<file path="src/rtl/ram_ctrl_pkg.sv">
// Shared sizing constants and FSM state encoding for the RAM512 port controller.
package ram_ctrl_pkg;

  localparam int unsigned ADDR_W = 9;
  localparam int unsigned DATA_W = 16;
  localparam int unsigned DEPTH  = 512;

  typedef enum logic [2:0] {
    ST_IDLE,
    ST_WRITE,
    ST_READ,
    ST_RESP,
    ST_CLEAR
  } state_e;

endpackage

</file>
<file path="src/rtl/ram512_port_ctrl.sv">
// Request/response front end for a 512-word RAM512 with a combinational read
// port. Handles single-word writes, single-word reads with a held response,
// and a full zero-fill sweep triggered by clear_start.
module ram512_port_ctrl #(
  parameter int unsigned ADDR_W = ram_ctrl_pkg::ADDR_W,
  parameter int unsigned DATA_W = ram_ctrl_pkg::DATA_W
) (
  input  logic              CLK,
  input  logic              RST_N,
  input  logic              req_valid,
  output logic              req_ready,
  input  logic              req_we,
  input  logic [ADDR_W-1:0] req_addr,
  input  logic [DATA_W-1:0] req_wdata,
  output logic              rsp_valid,
  input  logic              rsp_ready,
  output logic [DATA_W-1:0] rsp_data,
  input  logic              clear_start,
  output logic              busy,
  output logic [DATA_W-1:0] ram_in,
  output logic              ram_load,
  output logic [ADDR_W-1:0] ram_address,
  input  logic [DATA_W-1:0] ram_out
);

  import ram_ctrl_pkg::*;

  localparam logic [ADDR_W-1:0] LAST_ADDR = ADDR_W'(DEPTH - 1);

  state_e            state_q, state_d;
  logic [ADDR_W-1:0] cnt_q, cnt_d;
  logic [ADDR_W-1:0] ram_address_q, ram_address_d;
  logic [DATA_W-1:0] ram_in_q, ram_in_d;
  logic              ram_load_q, ram_load_d;
  logic [DATA_W-1:0] rsp_data_q, rsp_data_d;
  logic              rsp_valid_q, rsp_valid_d;

  // State and registered RAM/response outputs, cleared asynchronously.
  always_ff @(posedge CLK or negedge RST_N) begin
    if (!RST_N) begin
      state_q       <= ST_IDLE;
      cnt_q         <= '0;
      ram_address_q <= '0;
      ram_in_q      <= '0;
      ram_load_q    <= 1'b0;
      rsp_data_q    <= '0;
      rsp_valid_q   <= 1'b0;
    end else begin
      state_q       <= state_d;
      cnt_q         <= cnt_d;
      ram_address_q <= ram_address_d;
      ram_in_q      <= ram_in_d;
      ram_load_q    <= ram_load_d;
      rsp_data_q    <= rsp_data_d;
      rsp_valid_q   <= rsp_valid_d;
    end
  end

  // Next-state logic; RAM controls are computed one cycle ahead so the
  // registered outputs line up with the state they belong to.
  always_comb begin
    state_d       = state_q;
    cnt_d         = cnt_q;
    ram_address_d = ram_address_q;
    ram_in_d      = ram_in_q;
    ram_load_d    = 1'b0;
    rsp_data_d    = rsp_data_q;
    rsp_valid_d   = rsp_valid_q;

    unique case (state_q)
      ST_IDLE: begin
        if (clear_start) begin
          state_d       = ST_CLEAR;
          cnt_d         = '0;
          ram_address_d = '0;
          ram_in_d      = '0;
          ram_load_d    = 1'b1;
        end else if (req_valid) begin
          ram_address_d = req_addr;
          ram_in_d      = req_wdata;
          if (req_we) begin
            state_d    = ST_WRITE;
            ram_load_d = 1'b1;
          end else begin
            state_d = ST_READ;
          end
        end
      end
      ST_WRITE: begin
        state_d = ST_IDLE;
      end
      ST_READ: begin
        rsp_data_d  = ram_out;
        rsp_valid_d = 1'b1;
        state_d     = ST_RESP;
      end
      ST_RESP: begin
        if (rsp_ready) begin
          rsp_valid_d = 1'b0;
          state_d     = ST_IDLE;
        end
      end
      ST_CLEAR: begin
        if (cnt_q == LAST_ADDR) begin
          state_d = ST_IDLE;
        end else begin
          cnt_d         = cnt_q + 1'b1;
          ram_address_d = cnt_q + 1'b1;
          ram_load_d    = 1'b1;
        end
      end
      default: begin
        state_d = ST_IDLE;
      end
    endcase
  end

  assign req_ready   = (state_q == ST_IDLE) && !clear_start;
  assign busy        = (state_q != ST_IDLE);
  assign rsp_valid   = rsp_valid_q;
  assign rsp_data    = rsp_data_q;
  assign ram_in      = ram_in_q;
  assign ram_load    = ram_load_q;
  assign ram_address = ram_address_q;

endmodule

</file>
<file path="config.mk">
export PLATFORM = sky130hd
export DESIGN_NAME = ram512_port_ctrl
export DESIGN_NICKNAME = d
export VERILOG_FILES = /design/src/rtl/ram_ctrl_pkg.sv /design/src/rtl/ram512_port_ctrl.sv
export SDC_FILE = /design/constraint.sdc
export NUM_CORES = 1
export LEC_CHECK = 0
export CORE_MARGIN = 1
export CORE_UTILIZATION = 38
export DETAILED_ROUTE_END_ITERATION = 8
export PLACE_DENSITY = 0.73
export SLEW_MARGIN = 30
export SYNTH_ARGS = -nofsm -noshare
export SYNTH_HDL_FRONTEND = slang
export SYNTH_SLANG_ARGS = --single-unit
</file>
<file path="constraint.sdc">
create_clock -name CLK -period 2.8 [get_ports CLK]
set_input_delay 0.84 -clock CLK [delete_from_list [all_inputs] [get_ports CLK]]
set_output_delay 0.84 -clock CLK [all_outputs]
set_load 0.01 [all_outputs]
</file>
==> results.cfg, run 1 <==
[status]
status = completed

[synthesis]
yosysSeqAreaShare_pct = 58.3
async_flop_share_pct = 100
synthesis.nets = 245
synth_edf_count = 0
synth_cell_type_count = 37
netlist_instances = 196
synth_warnings = 0
ys.flop_type = dfrtp_1
avgSynthCellArea_sq_um = 12.0
synth_seq_cells = 55
syn-cell-area_sq_um = 2360

[grt]
grt.busiest_layer = met2
grt_usage_pct = 17.8
grt_max_degree = 27
grt_pass1_vias = 1879
grtUsageMet2_pct = 28.7
grt_use_met3_pct = 4.38
grt-ovfl-total = 0
antenna_found_initial = 0
met1_usage_pct = 23.6
grt_first_pass_wirelength_mm = 8.87

[sta]
final_hold_viol_count = 0
fin_worst_skew_ns = 0.00364
drv_slew = 0
final.period_utilization_pct = 91.3
min_period_ns = 2.56
worst_pin_slew_ns = 0.604
finalSetupTns_ns = 0
setup_ws_ns = 0.243
max_freq_mhz = 391
rsz0062_at_grt = false
relSlewSlack_pct = 59.7
setup_violations = 0

[placed_design]
place_area_sq_um = 3340
dp_hpwl_mm = 3.87
gp_congestion = 0.781
numPortBuffers = 91
dp_slack_ns = 0.0372
dp.cells = 358

[cells_and_area]
antennaDiodeCount = 0
final_common_cell = clkdlybuf4s50_1
fin_area_sq_um = 3450
layout-drive-gt1-share_pct = 14.8
finalNetCount = 339
area_delta_synth_final_pct = 45.9
finalNonFillerCells = 365
layout_common_cells = 89 x clkdlybuf4s50_1, 53 x dfrtp_1, 19 x mux2_2, 19 x a22o_1, 18 x nor2_1

[drt]
drc_errors = 0
detail_route.wl_per_cell_microns = 14.7
via_per_inst = 5.09
drt-total-wl_mm = 5.35
firstDrtPassIters = 4
num_vias = 1858
drtAntennaViolNets = 0
drtIter0Drc = 60

[floorplan]
die-area_sq_um = 6530
core.rowCount = 28
coreArea_sq_um = 5960
die_w_microns = 80.8
fp.dieH_microns = 80.8
initial_utilization_pct = 39.6
ios = 92

[clocking]
cts_setup_buffers = 0
cts_resized = 1
numClockSinks = 55
numCtsBuffers = 5
cts_max_level = 2
hold_buffers = 0
cts.path.max_buffers = 2
cts.clk_slew.worst_paths_ns = 0.09
cts_root_buffer = clkbuf_8
tritoncts = yes
clk_latency_ns = 0.30

[critical_path]
slowest_delay_ns = 0.50
critPathArrivalTime_ns = 1.72
cp_cell_sequence = or3_4, clkdlybuf4s50_1
start_kind = flop
end_kind = output pin
worstRegToRegCells = 10
cp.buffers_inverters = 1
cp.required_ns = 1.96
critPathMaxFanout = 9
cp.depth = 2
crit_type = reg -> out
worst_path_max_delay_cell = clkdlybuf4s50_1
path_delay_family = buffers and inverters

[worst_hold_path]
min_path_cells = 1
hp-class = reg -> reg

[power_and_ir_drop]
peakVddDrop_mv = 0.457
leakagePower_nw = 1.51
power_per_cell_area_nw_per_um2 = 784

[run]
cap_viol_max_count = 0
==> final timing paths <==
| kind | start | endpoint | slack, ns |
|---|---|---|---|
| hold reg to reg | rsp_valid$_DFFE_PN0P_ | rsp_valid$_DFFE_PN0P_ | 0.49 |
| min in group asynchronous | RST_N | rsp_data[5]$_DFFE_PN0P_ | 0.50 |
| hold / removal | rsp_valid$_DFFE_PN0P_ | rsp_valid$_DFFE_PN0P_ | 0.49 |
| setup / recovery | state_q[0]$_DFFE_PN0P_ | busy | 0.24 |
| setup reg to reg | cnt_q[0]$_DFFE_PN0P_ | ram_address[1]$_DFFE_PN0P_ | 0.32 |
| max in group asynchronous | RST_N | state_q[1]$_DFFE_PN0P_ | 1.63 |
==> cells by family (layout without fill, tap and decap cells) <==
logic type	after synthesis	after routing	synth area share [%]
adders and majority gates	2	2	1.06
AOI/OAI and AO/OA	50	50	15.3
buffers and inverters	14	108	3.66
muxes	19	19	9.06
DFF	55	55	58.3
xor gates and xnor gates	3	3	1.11
and+or+nand+nor	53	53	11.5
==> synth_stat cells (2+ instances only) <==
| cell type | instances | area, sq um |
|---|---|---|
| dfrtp_1 | 55 | 1380 |
| a22o_1 | 19 | 166 |
| mux2_2 | 19 | 214 |
| nor2_1 | 19 | 71.3 |
| nand2_1 | 12 | 45.0 |
| o21ai_0 | 8 | 40.0 |
| a21oi_1 | 7 | 35.0 |
| buf_2 | 6 | 30.0 |
| a31oi_1 | 4 | 25.0 |
| nand3_1 | 4 | 20.0 |
| buf_6 | 3 | 33.8 |
| nand2b_1 | 3 | 18.8 |
| o211ai_1 | 3 | 22.5 |
| and3_1 | 2 | 12.5 |
| clkbuf_1 | 2 | 7.51 |
| ha_1 | 2 | 25.0 |
| inv_1 | 2 | 7.51 |
| nand4_1 | 2 | 12.5 |
| nor3b_2 | 2 | 25.0 |
| o22a_1 | 2 | 17.5 |
| o31ai_1 | 2 | 15.0 |
| or3_1 | 2 | 12.5 |
| xnor2_1 | 2 | 17.5 |
==> stage by stage <==
stage               util, %  hold WS (ns)  power (mW)
floorplan                 -         0.456        1.67
global placement       56.1         0.463        2.25
detailed placement     56.1         0.470        2.27
global route           57.9         0.522        2.87
finish                 57.9         0.486        2.70
CTS                    57.7         0.493        2.73
==> cell type report <==
cell class	instances	area, sq um
Sequential cell	55	1380
Tap cell	75	93.8
Clock buffer	6	82.6
Multi-Input combinational cell	127	906
Timing Repair Buffer	99	968
Fill cell	517	2510
Inverter	2	7.51
Clock inverter	1	8.76
==> metal layers <==
metal	up-vias	wire [microns]
met2	53	2580
met4	0	53
met3	5	275
met1	910	2440
met5	-	0
li1	890	-
==> power by group <==
| group | internal, mW | switching (mW) | leakage (nW) |
|---|---|---|---|
| registers | 1.06 | 0.178 | 0.708 |
| logic | 0.655 | 0.361 | 0.751 |
| clock network | 0.199 | 0.249 | 0.0477 |
| total | 1.91 | 0.787 | 1.51 |
==> flip-flops by register name (all words and copies together), names as in the netlist <==
signal	flops
cnt_q	9
ram_address	9
ram_in	16
ram_load	1
rsp_data	16
rsp_valid	1
state_q	3
No activity file was read; power rests on OpenSTA's default activity.
==> run 2, diff against run 1 <==
--- a/config.mk
+++ b/config.mk
@@ -5,6 +5,7 @@
 export SDC_FILE = /design/constraint.sdc
 export NUM_CORES = 1
 export LEC_CHECK = 0
+export CAP_MARGIN = 10
 export CORE_MARGIN = 1
 export CORE_UTILIZATION = 38
 export DETAILED_ROUTE_END_ITERATION = 8
==> results of run 2 <==
No change in the layout: final DEF, timing and power equal those of run 1.
